## src/rtl/fetch_sequencer.sv

```systemverilog
`default_nettype none
// ============================================================================
//  Module      : fetch_sequencer
//  Description : Instruction fetch/decode/execute sequencer. Steps through
//                FETCH -> DECODE -> EXECUTE, handles instruction fetch
//                handshakes and issues one-cycle PC actions (increment or
//                load). A return-address stack supports call/ret. Stack
//                overflow or underflow raises a sticky error and halts.
//  Ports       : clk, rst        - clock, asynchronous active-high reset
//                pc_in           - current program counter value
//                pc_inc/pc_load  - one-cycle PC advance / load requests
//                pc_next         - load target, zero unless pc_load=1
//                imem_req/ack    - instruction fetch handshake
//                ir_load         - instruction register latch strobe
//                br_taken, call, ret, halt, br_target - decoded control
//                exec_done       - execution unit completion
//                stack_err       - sticky overflow/underflow flag
//                state_o         - FSM state (00 FETCH .. 11 HALT)
//  Revision    : 1.0 - initial release
// ============================================================================
module fetch_sequencer #(
   parameter int ADDR_WIDTH  = 12,
   parameter int STACK_DEPTH = 4     // power of two, 2..16
) (
   input  logic                  clk,
   input  logic                  rst,
   input  logic [ADDR_WIDTH-1:0] pc_in,
   output logic                  pc_inc,
   output logic                  pc_load,
   output logic [ADDR_WIDTH-1:0] pc_next,
   output logic                  imem_req,
   input  logic                  imem_ack,
   output logic                  ir_load,
   input  logic                  br_taken,
   input  logic                  call,
   input  logic                  ret,
   input  logic                  halt,
   input  logic [ADDR_WIDTH-1:0] br_target,
   input  logic                  exec_done,
   output logic                  stack_err,
   output logic [1:0]            state_o
);

   localparam int IDX_W = $clog2(STACK_DEPTH);
   localparam int SP_W  = IDX_W + 1;   // holds 0..STACK_DEPTH inclusive

   localparam logic [SP_W-1:0]       SP_ONE   = SP_W'(1);
   localparam logic [SP_W-1:0]       SP_FULL  = SP_W'(STACK_DEPTH);
   localparam logic [IDX_W-1:0]      IDX_ONE  = IDX_W'(1);
   localparam logic [ADDR_WIDTH-1:0] ADDR_ONE = ADDR_WIDTH'(1);

   typedef enum logic [1:0] {
      S_FETCH   = 2'b00,
      S_DECODE  = 2'b01,
      S_EXECUTE = 2'b10,
      S_HALT    = 2'b11
   } state_t;

   state_t                r_state;
   logic [SP_W-1:0]       r_sp;                    // number of valid entries
   logic [ADDR_WIDTH-1:0] r_stack [STACK_DEPTH];

   logic [IDX_W-1:0]      w_push_idx;
   logic [IDX_W-1:0]      w_top_idx;
   logic [ADDR_WIDTH-1:0] w_ret_addr;

   // The top entry sits one below the fill count; the index wraps naturally
   // when the stack is full, which still addresses the last slot.
   assign w_push_idx = r_sp[IDX_W-1:0];
   assign w_top_idx  = w_push_idx - IDX_ONE;

   // Return address drops the carry, so a call at the last address returns to 0.
   assign w_ret_addr = pc_in + ADDR_ONE;

   // The IR latch must coincide with the ack cycle itself, so it is decoded
   // from the registered request rather than registered again. imem_req is
   // only ever high in FETCH, so stray acks elsewhere never load the IR.
   assign ir_load = imem_req & imem_ack;

   assign state_o = r_state;

   always_ff @(posedge clk or posedge rst) begin
      if (rst) begin
         r_state   <= S_FETCH;
         r_sp      <= '0;
         stack_err <= 1'b0;
         imem_req  <= 1'b0;
         pc_inc    <= 1'b0;
         pc_load   <= 1'b0;
         pc_next   <= '0;
         for (int i = 0; i < STACK_DEPTH; i++) begin
            r_stack[i] <= '0;
         end
      end else begin
         // PC strobes are single-cycle; pc_next is only meaningful with pc_load.
         pc_inc  <= 1'b0;
         pc_load <= 1'b0;
         pc_next <= '0;

         case (r_state)
            S_FETCH: begin
               // Entering FETCH (after reset or after EXECUTE) leaves the
               // request low for one cycle so the PC update lands first.
               if (!imem_req) begin
                  imem_req <= 1'b1;
               end else if (imem_ack) begin
                  imem_req <= 1'b0;
                  r_state  <= S_DECODE;
               end
            end

            S_DECODE: begin
               r_state <= halt ? S_HALT : S_EXECUTE;
            end

            S_EXECUTE: begin
               if (exec_done) begin
                  r_state <= S_FETCH;
                  if (ret) begin
                     if (r_sp == '0) begin
                        stack_err <= 1'b1;
                        r_state   <= S_HALT;
                     end else begin
                        pc_load <= 1'b1;
                        pc_next <= r_stack[w_top_idx];
                        r_sp    <= r_sp - SP_ONE;
                     end
                  end else if (call) begin
                     if (r_sp == SP_FULL) begin
                        stack_err <= 1'b1;
                        r_state   <= S_HALT;
                     end else begin
                        r_stack[w_push_idx] <= w_ret_addr;
                        r_sp                <= r_sp + SP_ONE;
                        pc_load             <= 1'b1;
                        pc_next             <= br_target;
                     end
                  end else if (br_taken) begin
                     pc_load <= 1'b1;
                     pc_next <= br_target;
                  end else begin
                     pc_inc <= 1'b1;
                  end
               end
            end

            S_HALT: begin
               // Terminal until reset; all strobes stay at their cleared value.
               r_state <= S_HALT;
            end

            default: begin
               r_state <= S_HALT;
            end
         endcase
      end
   end

endmodule
`default_nettype wire

```

## config.mk

```make
export PLATFORM = sky130hd
export DESIGN_NAME = fetch_sequencer
export DESIGN_NICKNAME = d
export VERILOG_FILES = /design/src/rtl/fetch_sequencer.sv
export SDC_FILE = /design/constraint.sdc
export NUM_CORES = 1
export LEC_CHECK = 0
export CAP_MARGIN = 20
export CORE_UTILIZATION = 50
export CTS_BUF_LIST = sky130_fd_sc_hd__clkbuf_16
export DETAILED_ROUTE_END_ITERATION = 12
export GPL_ROUTABILITY_DRIVEN = 0
export PLACE_DENSITY = 0.77
export SLEW_MARGIN = 5
export SYNTH_ARGS = -nofsm -noshare
export SYNTH_HDL_FRONTEND = slang
export SYNTH_SLANG_ARGS = --single-unit
```

## constraint.sdc

```tcl
create_clock -name clk -period 2.9 [get_ports clk]
set_input_delay 0.58 -clock clk [delete_from_list [all_inputs] [get_ports clk]]
set_output_delay 0.58 -clock clk [all_outputs]
set_load 0.01 [all_outputs]
```

### After elaboration in Yosys (flattened, before gate mapping)

Cells that the tools add are included.

* output and inout port bits: 19
* bits of input ports: 32
* register bits after elaboration: 69

* bitwise operators: 5
* equal/unequal tests: 10
* magnitude comparators: 3
* reductions and logical operators: 9
* muxes and demuxes: 44
* $add $sub $neg: 4

Operators with widths (count)
* $mux W12: 10
* $bwmux W48: 1
* $bmux W12 S2: 1
* $demux W12 S2: 1
* $mux W1: 19
* $reduce_and A5 Y1: 3
* $mux W2: 7
* $add A12 B1 Y12 const B: 1
* $mux W3: 4
* $ne A2 B2 Y1 const B: 5
* $pmux W2 S4: 1
* $ge A3 B3 Y1 const B: 2
* $not A2 Y3: 2
* $eq A2 B2 Y1 const B: 2
* $reduce_bool A2 Y1: 2
* $add A3 B1 Y3 const B: 1
* $eq A3 B3 Y1 const B: 1
* $logic_not A3 Y1: 1
* $lt A3 B1 Y1 const B: 1
* $reduce_and A3 Y1: 1
* $sub A3 B1 Y3 const B: 1
* $eq A2 B1 Y1 const B: 1
* $logic_not A2 Y1: 1
* $ne A2 B1 Y1 const B: 1
* 4 further kinds: 5

### Logic depth before layout (Yosys ltp)

* depth after elaboration: 9
* gate-level depth with buffers: 9
* depth with buffers taken out: 6

### Worst setup path after synthesis

No wires, ideal clock.

* path kind: reg-to-reg
* start point: register r_sp[0]
* end point: register pc_next[10]
* buffers on the path: 2
* stages on the path, launching flop included: 8
* period minus slack after synthesis: 2.304 ns
* path slack: 0.596 ns
* arrival time: 2.172 ns
* cells stage by stage: dfrtp_1 -> buf_2 -> inv_1 -> ha_1 -> buf_2 -> mux4_2 -> a22oi_1 -> nor2_1

* longest elaborated chain between the ends: 9
* elaborated cells on any way between the ends: 13
* classes of those cells: add/sub: 1; eq/ne: 1; mux: 9; bitwise: 1; reduce/logical: 1

Ends and longest elaborated chain
* from (decl): RTL line 60 `logic [SP_W-1:0] r_sp;`
* from (signal assigned): RTL line 126 `r_sp <= r_sp - SP_ONE;`
* from (signal assigned): RTL line 134 `r_sp <= r_sp + SP_ONE;`
* $sub A2 B1 Y2: RTL line 70 `assign w_top_idx = w_push_idx - IDX_ONE;`
* via w_top_idx[0]: RTL line 64 `logic [IDX_W-1:0] w_top_idx;`
* $not A2 Y3 (not written as such): RTL line 125 `pc_next <= r_stack[w_top_idx];`
* $bmux W12 S2: RTL line 125
* $mux W12 (not written as such) (2 in series): RTL line 125
* $mux W12: RTL line 120 `if (r_sp == '0) begin`
* $mux W12: RTL line 119 `if (ret) begin`
* $mux W12: RTL line 117 `if (exec_done) begin`
* $mux W12: RTL line 100 `case (r_state)`
* to (signal assigned): RTL line 125
* to (signal assigned): RTL line 136 `pc_next <= br_target;`
* to (signal assigned): RTL line 140 `pc_next <= br_target;`
* to (decl): RTL line 30 `output logic [ADDR_WIDTH-1:0] pc_next,`

The timed path passes the listed nets, and every way through them passes these cells. The select of a mux whose other input is x is not followed.
A chain may end at the register's enable or synchronous reset.

### Final worst setup path

* start point: input port imem_ack
* end point: output port ir_load

* longest elaborated chain between the ends: 1

Ends and longest elaborated chain
* from (decl): RTL line 32 `input logic imem_ack,`
* $and A1 B1 Y1: RTL line 78 `assign ir_load = imem_req & imem_ack;`
* to (decl): RTL line 33 `output logic ir_load,`

Every way passes these cells.

==> results.toml <==
[clock_network]
clockBufferDepth = 2
cts_tree = "done"
cts-root-buf = "clkbuf_16"
cts_setup_buffers = 0
cts-buffers-inserted = 9
hold_buffers = 0
h-tree-depth = 3
cts_resized = 0
cts.sinks = 69
clkTransAtPathRegs_ns = 0.06
clkLatencyLatePin_ns = 0.33

[global_routing]
grt_util_met2_pct = 37.8
grt_pass1_wl_um = 11600
track_usage_pct = 23.6
top_usage_layer = "met2"
met1_usage_pct = 31.4
grt_max_degree = 70
gr-usage-met3_pct = 4.95
antenna_found_initial = 0
grt_pass1_vias = 2372
grt_overflow = 0

[power_and_ir_drop]
p_sw_mw = 1.24
seqPwrFrac_pct = 37.4
power.leakage_nw = 1.78
vdd_drop_max_uv = 644
comb_power_share_pct = 31.1
power.density_nw_per_um2 = 971
pwr-share-clk_pct = 31.5
switching_share_pct = 30.9
p_int_mw = 2.77
power.total_mw = 4.01

[sta]
fin_crit_ns = 2.30
hold-worst-slack_ns = 0.478
hold_viol = 0
timing.fmax_mhz = 434
tns_ns = 0
drv_slew = 0
finClkSkew_ns = 0.00804
timing.final.crit_share_pct = 79.4
fin_ws_ns = 0.598
setup_viol = 0
slew_headroom_pct = 59.6
rsz0062_at_grt = "no"
worstMarginPinSlew_ns = 0.607

[synthesis]
synth-async-reset-ratio_pct = 100
synth_nets = 326
synth_fa_ha_area_share_pct = 2.56
synth_compound_area_share_pct = 12.4
yosysWarningCount = 0
synth_top_family_by_area = "simple AND/OR/NAND/NOR gates"
synthMuxAreaShare_pct = 10.2
synth-xor-area-share_pct = 2.99
ys_seq_elements = 69
netlist_area_sq_um = 3220
synth-edff-count = 0
synth_top_flop_cell = "dfrtp_1"
yosys.area_share.simple_pct = 15.2
synth_area_per_cell_sq_um = 11.2
synth_seq_area_share_pct = 53.6
synthCells = 288
yosysUniqueCellTypes = 42

[final_layout]
final_nets = 376
finalInstanceArea_sq_um = 4130
drive_above_1_share_pct = 12.2
fin_cells = 418
antenna_cells = 0
syn_to_final_growth_pct = 28.1
utilization_pct = 68.1

[worst_setup_path]
slowest_stage = "clkdlybuf4s50_1"
cp_cell_sequence = "clkdlybuf4s50_1, and2_1, clkdlybuf4s50_1"
crit_path_frequent_cell = "clkdlybuf4s50_1"
criticalPathCategory = "primary input to output pin"
cpPeakStageDelay_ns = 0.54
crit_arrival_ns = 1.72
worstSetupStartpointType = "primary input"
cp_data_required_time_ns = 2.32
worstPathMaxFanout = 3
critPathCaptureType = "output pin"

[place]
place_ws_ns = 0.442
hpwlAfterDp_um = 4650
port_buffers = 50
dpl-instance-area_sq_um = 3780
placed_cells = 402

[detailed_routing]
ant_nets = 0
vias = 2361
dr.pass1.iters = 4
via_per_inst = 5.65
routed_wl_um = 6770
route.detailed.drc = 0
drtIter0Drc = 208
post_drt_wl_per_cell_um = 16.2

[floorplan]
initial_core_util_pct = 53.1
core_region_area_sq_um = 6060
die_area_sq_um = 6770
pin_count = 51
die_w_um = 82.3
num_rows = 28
die_h_um = 82.3

[job]
maxCapViolations = 0

[status]
outcome = "completed"

[worst_hold_path]
hold_path_class = "flip-flop to flip-flop"
==> final cells by class <==
type,instances,area (sq um)
clock buffer,9,225
clock inverter,7,124
fill,429,1930
inverter,5,18.8
multi-input combinational,199,1400
sequential,69,1730
tap,75,93.8
timing repair buffer,54,543
==> synthesized netlist by cell type (2+ instances only) <==
master    number  area (sq um)
nand2_1       50           188
nor3_1         2          10.0
ha_1           5          62.6
o21ai_1       12          60.1
mux2_2         3          33.8
and2_1         3          18.8
dfrtp_1       69          1730
nand2b_1       2          12.5
mux4_2        12           270
a22oi_1       13          97.6
nor2_1        22          82.6
o21ai_0       33           165
a21oi_1        2          10.0
a31oi_1        2          12.5
and3b_1        2          17.5
clkbuf_1       3          11.3
inv_1          5          18.8
nand3_1        4          20.0
xor2_1         2          17.5
xnor2_1        9          78.8
nand4_4        3          63.8
buf_2         10          50.1
==> cells in the final DEF, fill, tap and decap left out, drive strengths merged, types with 2 or more instances in the layout <==
cell	n
and2	3
clkinv	3
a31oi	2
bufinv	3
xnor2	9
nor3	2
mux2	4
nor2	22
dfrtp	69
mux4	12
and3b	2
ha	5
xor2	2
nand2b	2
nand2	50
clkdlybuf4s50	50
o21ai	45
a22oi	13
clkbuf	9
buf	4
nand4	4
nand3	5
inv	5
a21oi	2
==> critical path: cells and delay by family <==
family | cells | cell delay (ns)
buffers and inverters | 2 | 0.99
and+or+nand+nor | 1 | 0.15
==> logic make-up after synthesis <==
group,count (synthesis)
multiplexers,17
buffers and inverters,20
flip-flops,69
AND/OR/NAND/NOR,96
XOR/XNOR,11
adder cells (fa/ha/maj),6
AO/OA/AOI/OAI,69
==> final timing paths <==
check	startpoint	end	slack, ns	cells past startpoint
setup / recovery	imem_ack	ir_load	0.60	3
hold / removal	r_stack[17]	r_stack[17]	0.48	2
setup reg to reg	r_sp[1]	pc_next[8]	0.76	5
hold reg to reg	r_stack[17]	r_stack[17]	0.48	2
max in group asynchronous	rst	r_stack[35]	1.96	3
min in group asynchronous	rst	pc_next[2]	0.65	3
==> metal layers <==
metal  vias to the layer above  wire [um]
met5                         -          0
met4                         0         73
met3                         6        398
met2                        78       3250
met1                      1159       3050
li1                       1118          -
==> registers in the layout (all words and copies together) (netlist names) <==
register	count
stack_err	1
r_stack	48
pc_inc	1
pc_next	12
pc_load	1
r_sp	3
imem_req	1
state_o	2
==> power by group through the flow <==
stage	combinational [mW]	sequential [mW]	clock, mW
3_5_place_dp	1.24	1.51	0
6_report	1.25	1.50	1.26
5_1_grt	1.39	1.54	1.31
4_1_cts	1.26	1.49	1.27
2_1_floorplan	0.863	1.48	0
3_3_place_gp	1.20	1.49	0
Note: power is estimated with default switching activity, not from simulation.
==> RTL change 1 (same settings) <==
Put one more register stage on the output `stack_err`, cleared by the reset. The value now appears one clock later. The other outputs are not delayed to match.
--- a/src/rtl/fetch_sequencer.sv
+++ b/src/rtl/fetch_sequencer.sv
@@ -56,6 +56,8 @@
       S_HALT    = 2'b11
    } state_t;
 
+   logic stack_err_s0;
+
    state_t                r_state;
    logic [SP_W-1:0]       r_sp;                    // number of valid entries
    logic [ADDR_WIDTH-1:0] r_stack [STACK_DEPTH];
@@ -83,7 +85,7 @@
       if (rst) begin
          r_state   <= S_FETCH;
          r_sp      <= '0;
-         stack_err <= 1'b0;
+         stack_err_s0 <= 1'b0;
          imem_req  <= 1'b0;
          pc_inc    <= 1'b0;
          pc_load   <= 1'b0;
@@ -118,7 +120,7 @@
                   r_state <= S_FETCH;
                   if (ret) begin
                      if (r_sp == '0) begin
-                        stack_err <= 1'b1;
+                        stack_err_s0 <= 1'b1;
                         r_state   <= S_HALT;
                      end else begin
                         pc_load <= 1'b1;
@@ -127,7 +129,7 @@
                      end
                   end else if (call) begin
                      if (r_sp == SP_FULL) begin
-                        stack_err <= 1'b1;
+                        stack_err_s0 <= 1'b1;
                         r_state   <= S_HALT;
                      end else begin
                         r_stack[w_push_idx] <= w_ret_addr;
@@ -156,6 +158,14 @@
       end
    end
 
+   always_ff @(posedge clk or posedge rst) begin
+      if (rst) begin
+         stack_err <= '0;
+      end else begin
+         stack_err <= stack_err_s0;
+      end
+   end
+
 endmodule
 `default_nettype wire
 
Behaviour: not the same (Yosys sat finds a counterexample within 10 cycles, from zero or initial values and one cycle with rst high).
==> RTL change 1 against the unedited design <==
  * Sequential cell count is 1 higher
  * Design area hardly changed
  * Utilization is 0.33 points lower
  * Power is 2.3% lower
  * Synthesized area is 0.47% higher
  * Wire length is 1.3% lower
  * Setup slack worse by 18 ps
  * Largest power group unchanged
==> RTL change 1: results (changes against the unedited design) <==
outcome=completed; Arrival @ worst endpoint=1740 ps (+20 ps); Post CTS Setup Buffer Count=0 (unchanged); clk_lat worst skew=330 ps (about the same); CP max FO=3 (unchanged); #FFs+latches synth=70 (+1.4%); Final nets=381 (+1.3%); vias per inst=5.584 (-1.1%); met2 GRT Util=35.21% (-2.6 points); GRT met1 Usage=31.27% (-0.15 points); Metal-1 WL=3068 um (+0.59%); Synth Warn #=0 (unchanged); biggest regs=r_stack: 48 flops, pc_next: 12 flops, r_sp: 3 flops; clock skew=7.006 ps (-1.030 ps); Seq/Total Area, Yosys=54.14% (+0.52 points); internal power=2.704 mW (-2.3%); initial detailed-routing violation count=164 (-21%); main area contributors after synthesis=dfrtp_1 54%, mux4_2 8.4%, nand2_1 5.8%, o21ai_0 4.9%, a22oi_1 3.0%; initial antenna violation count=0 (unchanged); Worst-path clk slew=50 ps; metal2 WL=3205 um (-1.2%); largest net degree at the start of global routing=47 (-33%); Peak VDD IR=565.2 uV (-12%); leakage=1.795 nW (+1.0%); grt met3 use=6.923% (+2.0 points); dpl ws=389.4 ps (-52.74 ps); detailed placement HPWL=4737 um (+1.9%); # fillers=455 (+6.1%); Least-Margin Pin Slew=691.3 ps (+84.58 ps); first-pass GRT wire length=11100 um (-4.6%); ys async rst share=100.0% (unchanged); maximum root-to-sink buffer count=2 (unchanged); DRT Pass-1 Iters=4 (unchanged); wire length per cell=15.80 um (-2.4%); Power Density=947.9 mW/mm^2 (-2.4%); met3 WL=327 um (-18%); share of post-route cells with drive strength above 1=12.07% (-0.18 points); vias in the first global route=2245 (-5.4%); gr usage total=22.79% (-0.77 points); power in the clock group=1.14 mW (-9.5%); count of different cell masters after synthesis=42 (unchanged); synth cell count leaders=70 x dfrtp_1, 50 x nand2_1, 32 x o21ai_0; Gates resized, CTS repair=0 (unchanged); post-synth net total=328 (+0.61%); CTS buffer count=9 (unchanged); total grt overflow=0 (unchanged); class of the worst hold path=reg -> reg; Ant. Diodes=0 (unchanged); share of power burned in registers=38.9% (+1.5 points)
==> RTL change 1: cell types whose count changed after synthesis, sizes merged <==
| cell | unedited run | this run |
|---|---|---|
| inv | 5 | 6 |
| dfrtp | 69 | 70 |
==> RTL change 1: final timing paths <==
check                        startpoint     endpoint  slack, ps  depth (start not counted)
max reg2reg                     r_sp[0]  r_stack[42]        780                          7
min in group asynchronous           rst   pc_next[6]        610                          2
min reg2reg                stack_err_s0    stack_err        390                          0
min                        stack_err_s0    stack_err        390                          0
max in group asynchronous           rst  r_stack[23]       1650                          3
max                            imem_ack      ir_load        580                          3
==> RTL change 1: through the flow <==
stage                     std cells  cell area (um^2)
after floorplan                 290              3236
after global placement          407              3816
after detailed placement        407              3816
after CTS                       423              4130
after global routing            423              4130
final                           423              4130
==> RTL change 1: critical path, stage by stage <==
cell and delay, ps:
clkdlybuf4s50_1 450, and2_1 170, clkdlybuf4s50_1 550
==> RTL change 1: logic make-up (layout without fill, tap and decap cells) <==
group | Yosys count | after routing | share of synthesized area (%)
and+or+nand+nor | 96 | 96 | 14.73
DFF | 70 | 70 | 54.14
AOI/OAI and AO/OA | 69 | 69 | 12.30
buffers and inverters | 21 | 79 | 3.132
muxes | 17 | 17 | 10.17
xor gates and xnor gates | 11 | 11 | 2.978
adders and majority gates | 6 | 6 | 2.552
==> RTL change 1: area by class of cell <==
type | instances | area (um^2) | area share [%]
flip-flops and latches | 70 | 1752 | 42.41
multi-input cells | 199 | 1383 | 33.47
repair buffers | 57 | 565.5 | 13.69
clock buffers | 9 | 225.2 | 5.453
well taps | 75 | 93.84 | 2.272
clock inverters | 7 | 88.84 | 2.151
inverters | 6 | 22.52 | 0.5453
==> RTL change 2 (same flow settings) <==
Without the edit above. Set the parameter `ADDR_WIDTH` to 11 (it was 12).
--- a/src/rtl/fetch_sequencer.sv
+++ b/src/rtl/fetch_sequencer.sv
@@ -19,7 +19,7 @@
 //  Revision    : 1.0 - initial release
 // ============================================================================
 module fetch_sequencer #(
-   parameter int ADDR_WIDTH  = 12,
+   parameter int ADDR_WIDTH  = 11,
    parameter int STACK_DEPTH = 4     // power of two, 2..16
 ) (
    input  logic                  clk,
Interface: changed (resized br_target, pc_in and pc_next); port bits go from 51 to 48. The function was not compared with the original's and may differ.
==> RTL change 2 against the unedited design <==
  * The run now ends with DRC left
  * Synthesized area shrank 5.1%
  * Setup slack got worse by 24 ps
  * Wire length fell by 9.9%
  * Design area fell by 7.2%
  * Sequential cell count down 5
  * Count of clock-buffer cells in the layout did not move
  * Power down 11%
  * Critical path type unchanged
  * Largest cell class unchanged
==> RTL change 2: results (changes against the unedited design) <==
outcome=finished, violations left; violated checks=DRC; share of post-route cells with drive strength above 1=14.95% (+2.7 points); I/O Buffers=47 (-6.0%); multiplexer share of the synthesized area=10.03% (-0.18 points); metal2 WL=3060 um (-5.7%); DR DRC count=1 (+1); drt total wl=6097 um (-9.9%); largest net degree at the start of global routing=65 (-7.1%); Non-clock buffer share=13.21% (+0.047 points); worst r2r dst=pc_next[6]; Final nets=352 (-6.4%); met2 GRT Util=35.21% (-2.6 points); final hold slack=475.4 ps (-2.975 ps); # fillers=446 (+4.0%); GRT met1 Usage=27.60% (-3.8 points); Peak VDD IR=482.5 uV (-25%); Sink Count=64 (-7.2%); vias post-DR=2202 (-6.7%); FF-to-FF setup slack=690 ps (-70 ps); Cell Area, Placed=0.003562 mm^2 (-5.7%); grt met3 use=4.545% (-0.40 points); Metal-1 WL=2623 um (-14%); first-pass GRT wire length=10140 um (-13%); Seq/Total Area, Yosys=52.42% (-1.2 points); DRT Pass-1 Iters=8 (+4); multi-input gates=186 (-6.5%); synth cell count leaders=64 x dfrtp_1, 47 x nand2_1, 26 x o21ai_0; leakage=1.660 nW (-6.6%); gr usage total=21.55% (-2.0 points); met3 WL=319 um (-20%); multi-input gate share of total cell area=35.08% (+1.3 points)
==> RTL change 2: power breakdown <==
part           internal [mW]  total, mW  switching (mW)
sequential              1.20       1.39           0.187
combinational          0.620       1.22           0.605
clock                  0.568      0.944           0.375
==> RTL change 2: how the worst min path moves through the flow <==
stage / start / endpoint / cells past startpoint
after floorplan: r_stack[13] / r_stack[13] / 2
after global placement: r_stack[40] / r_stack[40] / 2
after detailed placement: r_stack[37] / r_stack[37] / 2
after CTS: stack_err / stack_err / 1
after global routing: stack_err / stack_err / 1
final: stack_err / stack_err / 1
==> RTL change 2: worst max-delay path, stage by stage <==
cell and delay (ps):
clkdlybuf4s50_1 460, and2_1 170, clkdlybuf4s50_1 540
==> RTL change 2: stage by stage <==
step,setup WS (ps),utilization [%],total power [mW],cells
floorplan,721.9,-,2.246,269
global placement,489.7,60.16,2.550,380
detailed placement,447.4,60.16,2.607,380
CTS,564.8,64.65,3.572,396
global route,527.8,64.65,3.767,396
finish,573.5,64.65,3.556,396
